===== src/rtl/alu_pkg.sv =====
// Shared definitions for the structural execute-stage ALU: datapath width
// and the 4-bit opcode encoding driven on the control input.
package alu_pkg;

    localparam int WIDTH = 32;

    localparam logic [3:0] ALU_ADD  = 4'd0;
    localparam logic [3:0] ALU_SUB  = 4'd1;
    localparam logic [3:0] ALU_AND  = 4'd2;
    localparam logic [3:0] ALU_XOR  = 4'd3;
    localparam logic [3:0] ALU_OR   = 4'd4;
    localparam logic [3:0] ALU_SLL  = 4'd5;
    localparam logic [3:0] ALU_SRL  = 4'd6;
    localparam logic [3:0] ALU_SLT  = 4'd7;
    localparam logic [3:0] ALU_SLTU = 4'd8;

    // Opcodes that route through the subtract configuration of the adder chain.
    function automatic logic uses_sub(input logic [3:0] op);
        return (op == ALU_SUB) || (op == ALU_SLT) || (op == ALU_SLTU);
    endfunction

endpackage


===== src/rtl/alu_struct_cells.sv =====
// 1-bit building blocks for the ALU: a full adder and the three 2-input gates.
// The top replicates these per bit to form the ripple adder and logic units.
module fulladder (
    input  logic a,
    input  logic b,
    input  logic carry_in,
    output logic sum,
    output logic carry_out
);
    assign sum       = a ^ b ^ carry_in;
    assign carry_out = (a & b) | (carry_in & (a ^ b));
endmodule

module and_gate (
    input  logic x,
    input  logic y,
    output logic z
);
    assign z = x & y;
endmodule

module or_gate (
    input  logic x,
    input  logic y,
    output logic z
);
    assign z = x | y;
endmodule

module xor_gate (
    input  logic x,
    input  logic y,
    output logic z
);
    assign z = x ^ y;
endmodule


===== src/rtl/alu_struct.sv =====
// 32-bit execute-stage ALU assembled from 1-bit cells. A single ripple chain
// serves add, sub, slt and sltu (b is inverted by xor cells and carry-in set
// for the subtract forms). Result and flags are registered: one-cycle latency.
module alu_struct
    import alu_pkg::*;
(
    input  logic             clk,
    input  logic             rst_n,
    input  logic [WIDTH-1:0] operand_a,
    input  logic [WIDTH-1:0] operand_b,
    input  logic [3:0]       control,
    output logic [WIDTH-1:0] result,
    output logic             carryout,
    output logic             overflow,
    output logic             zero
);

    logic             sub_s;
    logic [WIDTH-1:0] b_eff_s;
    logic [WIDTH-1:0] sum_s;
    logic [WIDTH-1:0] and_s;
    logic [WIDTH-1:0] or_s;
    logic [WIDTH-1:0] xor_s;
    logic [WIDTH-1:0] sll_s;
    logic [WIDTH-1:0] srl_s;
    logic             carry_msb_s;
    logic             ovf_s;

    logic [WIDTH-1:0] result_d, result_q;
    logic             carry_d, carry_q;
    logic             ovf_d, ovf_q;
    logic             zero_d, zero_q;

    assign sub_s = uses_sub(control);

    // Per-bit cells: operand-b conditioner, full adder (carry chained through
    // each generate block's own carry wire) and the three logic gates.
    for (genvar i = 0; i < WIDTH; i++) begin : g_bit
        logic cin_s;
        logic cout_s;

        if (i == 0) begin : g_lsb
            assign cin_s = sub_s;
        end else begin : g_chain
            assign cin_s = g_bit[i-1].cout_s;
        end

        xor_gate u_binv (
            .x (operand_b[i]),
            .y (sub_s),
            .z (b_eff_s[i])
        );

        fulladder u_fa (
            .a         (operand_a[i]),
            .b         (b_eff_s[i]),
            .carry_in  (cin_s),
            .sum       (sum_s[i]),
            .carry_out (cout_s)
        );

        and_gate u_and (
            .x (operand_a[i]),
            .y (operand_b[i]),
            .z (and_s[i])
        );

        or_gate u_or (
            .x (operand_a[i]),
            .y (operand_b[i]),
            .z (or_s[i])
        );

        xor_gate u_xor (
            .x (operand_a[i]),
            .y (operand_b[i]),
            .z (xor_s[i])
        );
    end

    assign carry_msb_s = g_bit[WIDTH-1].cout_s;

    // With b already conditioned, one formula covers both add and sub overflow.
    assign ovf_s = (operand_a[WIDTH-1] == b_eff_s[WIDTH-1]) &&
                   (sum_s[WIDTH-1] != operand_a[WIDTH-1]);

    // Five-stage logical barrel shifters; only operand_b[4:0] is the amount.
    always_comb begin
        sll_s = operand_a;
        srl_s = operand_a;
        for (int k = 0; k < 5; k++) begin
            if (operand_b[k]) begin
                sll_s = sll_s << (32'd1 << k);
                srl_s = srl_s >> (32'd1 << k);
            end else begin
                sll_s = sll_s;
                srl_s = srl_s;
            end
        end
    end

    // Output select by opcode; flags only meaningful for add/sub.
    always_comb begin
        result_d = {WIDTH{1'b0}};
        carry_d  = 1'b0;
        ovf_d    = 1'b0;
        case (control)
            ALU_ADD: begin
                result_d = sum_s;
                carry_d  = carry_msb_s;
                ovf_d    = ovf_s;
            end
            ALU_SUB: begin
                result_d = sum_s;
                carry_d  = carry_msb_s;
                ovf_d    = ovf_s;
            end
            ALU_AND:  result_d = and_s;
            ALU_XOR:  result_d = xor_s;
            ALU_OR:   result_d = or_s;
            ALU_SLL:  result_d = sll_s;
            ALU_SRL:  result_d = srl_s;
            ALU_SLT:  result_d = {{(WIDTH-1){1'b0}}, sum_s[WIDTH-1] ^ ovf_s};
            ALU_SLTU: result_d = {{(WIDTH-1){1'b0}}, ~carry_msb_s};
            default: begin
                result_d = {WIDTH{1'b0}};
                carry_d  = 1'b0;
                ovf_d    = 1'b0;
            end
        endcase
        zero_d = (result_d == {WIDTH{1'b0}});
    end

    // Output register; reset leaves a zero result with the zero flag set.
    always_ff @(posedge clk or negedge rst_n) begin
        if (!rst_n) begin
            result_q <= {WIDTH{1'b0}};
            carry_q  <= 1'b0;
            ovf_q    <= 1'b0;
            zero_q   <= 1'b1;
        end else begin
            result_q <= result_d;
            carry_q  <= carry_d;
            ovf_q    <= ovf_d;
            zero_q   <= zero_d;
        end
    end

    assign result   = result_q;
    assign carryout = carry_q;
    assign overflow = ovf_q;
    assign zero     = zero_q;

endmodule


===== config.mk =====
export PLATFORM = sky130hd
export DESIGN_NAME = alu_struct
export DESIGN_NICKNAME = d
export VERILOG_FILES = /design/src/rtl/alu_pkg.sv /design/src/rtl/alu_struct_cells.sv /design/src/rtl/alu_struct.sv
export SDC_FILE = /design/constraint.sdc
export NUM_CORES = 1
export LEC_CHECK = 0
export CORE_MARGIN = 3
export CORE_UTILIZATION = 45
export CTS_BUF_LIST = sky130_fd_sc_hd__clkbuf_4
export DETAILED_ROUTE_END_ITERATION = 16
export PLACE_DENSITY = 0.67
export RECOVER_POWER = 50
export SETUP_SLACK_MARGIN = 0.3
export SYNTH_ARGS = -nofsm -noshare
export SYNTH_HDL_FRONTEND = slang
export SYNTH_SLANG_ARGS = --single-unit

===== constraint.sdc =====
create_clock -name clk -period 0.9 [get_ports clk]
set_input_delay 0.225 -clock clk [delete_from_list [all_inputs] [get_ports clk]]
set_output_delay 0.225 -clock clk [all_outputs]
set_load 0.01 [all_outputs]

==> results of run 1 <==
[through the flow]
stage	power [uW]	setup WS [ns]	hold WS (ns)	TNS (ns)	util, %
after global routing	10700	-12.70	0.443	-266.60	67.6
after global placement	8470	-13.12	0.612	-282.92	64.6
after detailed placement	8530	-13.46	0.617	-289.07	64.6
after CTS	9890	-12.39	0.248	-258.44	66.7
final	10200	-12.30	0.395	-257.69	67.6
after floorplan	5210	-12.79	-0.0706	-267.55	-
[per-layer routing]
metal | part of all wire (%) | track usage, % | vias up
met3 | 11 | 8.84 | 108
met4 | 5.1 | 16.6 | 0
met2 | 45 | 58.6 | 660
li1 | - | - | 3877
met5 | 0 | 0 | -
met1 | 38 | 50.2 | 4370
[cell families (layout without fill, tap and decap cells)]
family	count (synthesis)	in the layout	synth area share, %
compound gates	165	165	15.7
xor+xnor	33	33	3.56
fa+ha+maj	97	97	17.8
buf+inv	156	466	7.68
flops	35	35	10.8
mux	142	142	29.1
simple gates	225	225	15.3
[path summary, 6_finish.rpt]
kind / to / slack, ns / cells after the start
min: overflow / 0.40 / 2
max in group asynchronous: zero / 0.16 / 2
min in group clk: result[0] / 0.67 / 6
max: zero / -12.30 / 41
[sequential cells by signal (all words and copies together), names as in the netlist]
register	cells
carryout	1
overflow	1
zero	1
result	32
[layout by cell type, fill, tap and decap left out, drive strengths merged, types with 7 or more instances in the layout]
cell,synthesis,routed
a21oi,19,19
dfrtp,34,34
inv,69,69
or4,7,7
nand2b,14,14
fa,31,31
a22o,7,7
buf,36,323
a211oi,7,7
nand2,53,53
xnor2,32,32
mux2,19,19
a221o,8,8
mux2i,51,51
ha,66,66
o21ai,11,11
clkbuf,49,7
a22oi,17,17
nand4,7,7
a2bb2oi,15,15
nor2b,8,8
a31oi,7,7
nor3,13,13
nor2,41,41
clkdlybuf4s50,0,59
nand3,22,22
o2bb2ai,7,7
mux4,72,72
nor4,8,8
o211ai,19,19
[power by group]
part	total [uW]	leakage [uW]	internal [uW]	switching (uW)
Combinational	7290	0.00484	3650	3640
Clock	1080	0.0000452	584	495
Sequential	1790	0.000461	1740	45.3
[worst max-delay path: cells and delay by family]
family	cells	cell delay, ns
adders and majority gates	30	10.95
and+or+nand+nor	3	0.95
AOI/OAI and AO/OA	3	0.81
xor gates and xnor gates	2	0.28
buffers and inverters	3	0.21
[area by class of cell]
| class | instances | area [sq um] |
|---|---|---|
| inverters | 71 | 267 |
| multi-input cells | 662 | 7130 |
| fillers | 1431 | 5670 |
| clock inverters | 3 | 43.8 |
| flip-flops and latches | 35 | 877 |
| repair buffers | 387 | 3170 |
| clock buffers | 5 | 37.5 |
| well taps | 225 | 282 |
[repair_timing]
action	CTS	global route
buffers inserted	8	1
hold endpoints to repair	0	0
gates resized for setup	234	33
cloned	1	0
setup endpoints to repair	70	70
pin swaps	28	13
==> results_dict.tcl, run 1 <==
set metrics [dict create \
    io_buffers 104 \
    vdd_drop_max_mv 1.10 \
    cp-end-kind "flop" \
    dieArea_sq_um 19700 \
    holdBufCountCts 0 \
    postRouteAntennaNets 0 \
    status "finished, violations left" \
    drive_gt1_share_pct 46.0 \
    wl_per_cell_um 27.3 \
    ys_types 75 \
    initial_core_util_pct 46.4 \
    slew_violations 0 \
    powerDensity_nw_per_um2 860 \
    final_area_sq_um 11800 \
    ctsRootBufferMaster "clkbuf_4" \
    ios 105 \
    cts_buffer_depth 2 \
    dpl_cell_area_sq_um 11300 \
    fin_crit_ns 13.20 \
    ys_top_cells_by_area "mux4_2 (19%), dfrtp_1 (10%), ha_1 (10%)" \
    yosys.area.top_type_share_pct 18.9 \
    tritoncts "built" \
    area_growth_pct 45.5 \
    period_share_pct 1470 \
    async_flop_share_pct 100 \
    startpoint "control[0]" \
    synth_area_per_cell_sq_um 9.52 \
    grt-ovfl-total 0 \
    grt_max_degree 60 \
    path_max_fanout 3 \
    cts_buffers 5 \
    hold_viol 0 \
    die_h_um 140 \
    globalplace.congestion 1.02 \
    cp-start-kind "primary input" \
    critPathSlowestCell "fa_2" \
    antenna_found_initial 0 \
    synthTopCellsByCount "inv_1 (68), mux4_2 (68), ha_1 (66), nand2_1 (53), mux2i_1 (51)" \
    ys_seq_area_share_pct 10.8 \
    rsz0062_at_grt "yes" \
    critPathKind "primary input to flop" \
    synth_edf_count 0 \
    synth_warnings 0 \
    nets 1329 \
    netlist_area_sq_um 8120 \
    leakage_uw 0.00535 \
    post-dp-hpwl_um 29800 \
    hold_class "primary input to asynchronous set/reset pin" \
    worstPathRequired_ns 1.15 \
    cap_violations 0 \
    worstPathArrival_ns 13.45 \
    rows 48 \
    yosys.area.top_type "mux4_2" \
    violations "negative setup slack" \
    ys_ff_latch 35 \
    grt_pass1_vias 8796 \
    fin_cells 1388 \
    place_inst 1370 \
    fmax_mhz 75.8 \
    h-tree-depth 2 \
    clock_sinks 35 \
    num_antenna_cells 0 \
    synth_nets 1020 \
    cpPeakStageDelay_ns 0.47 \
    drcViolationCount 0 \
    wl_um 37900 \
    cts.clk_slew.worst_paths_ns 0.11 \
    synth_cells 853 \
    grt_pass1_wl_um 55800 \
    finalSetupViolCount 70 \
    viasPerCell 6.49 \
    core_sq_um 17500 \
    worst_pin_slew_ns 0.749 \
    max-slew-margin-rel_pct 48.6 \
    dr.pass1.iters 6 \
    vias 9015 \
    path_common_cell "fa_2" \
    ys.flop_type "dfrtp_1" \
    worst_slack_ns -12.30 \
    fp.dieW_um 140 \
    grt_usage_pct 37.7 \
    drt_iter0_markers 1169 \
]
Power figures use the tool's default switching activity.
==> run 2, diff against run 1 <==
SLEW_MARGIN = 30   (was default)
==> results of run 2 <==
Same layout as run 1: the final DEF is identical, and so are final timing and power.
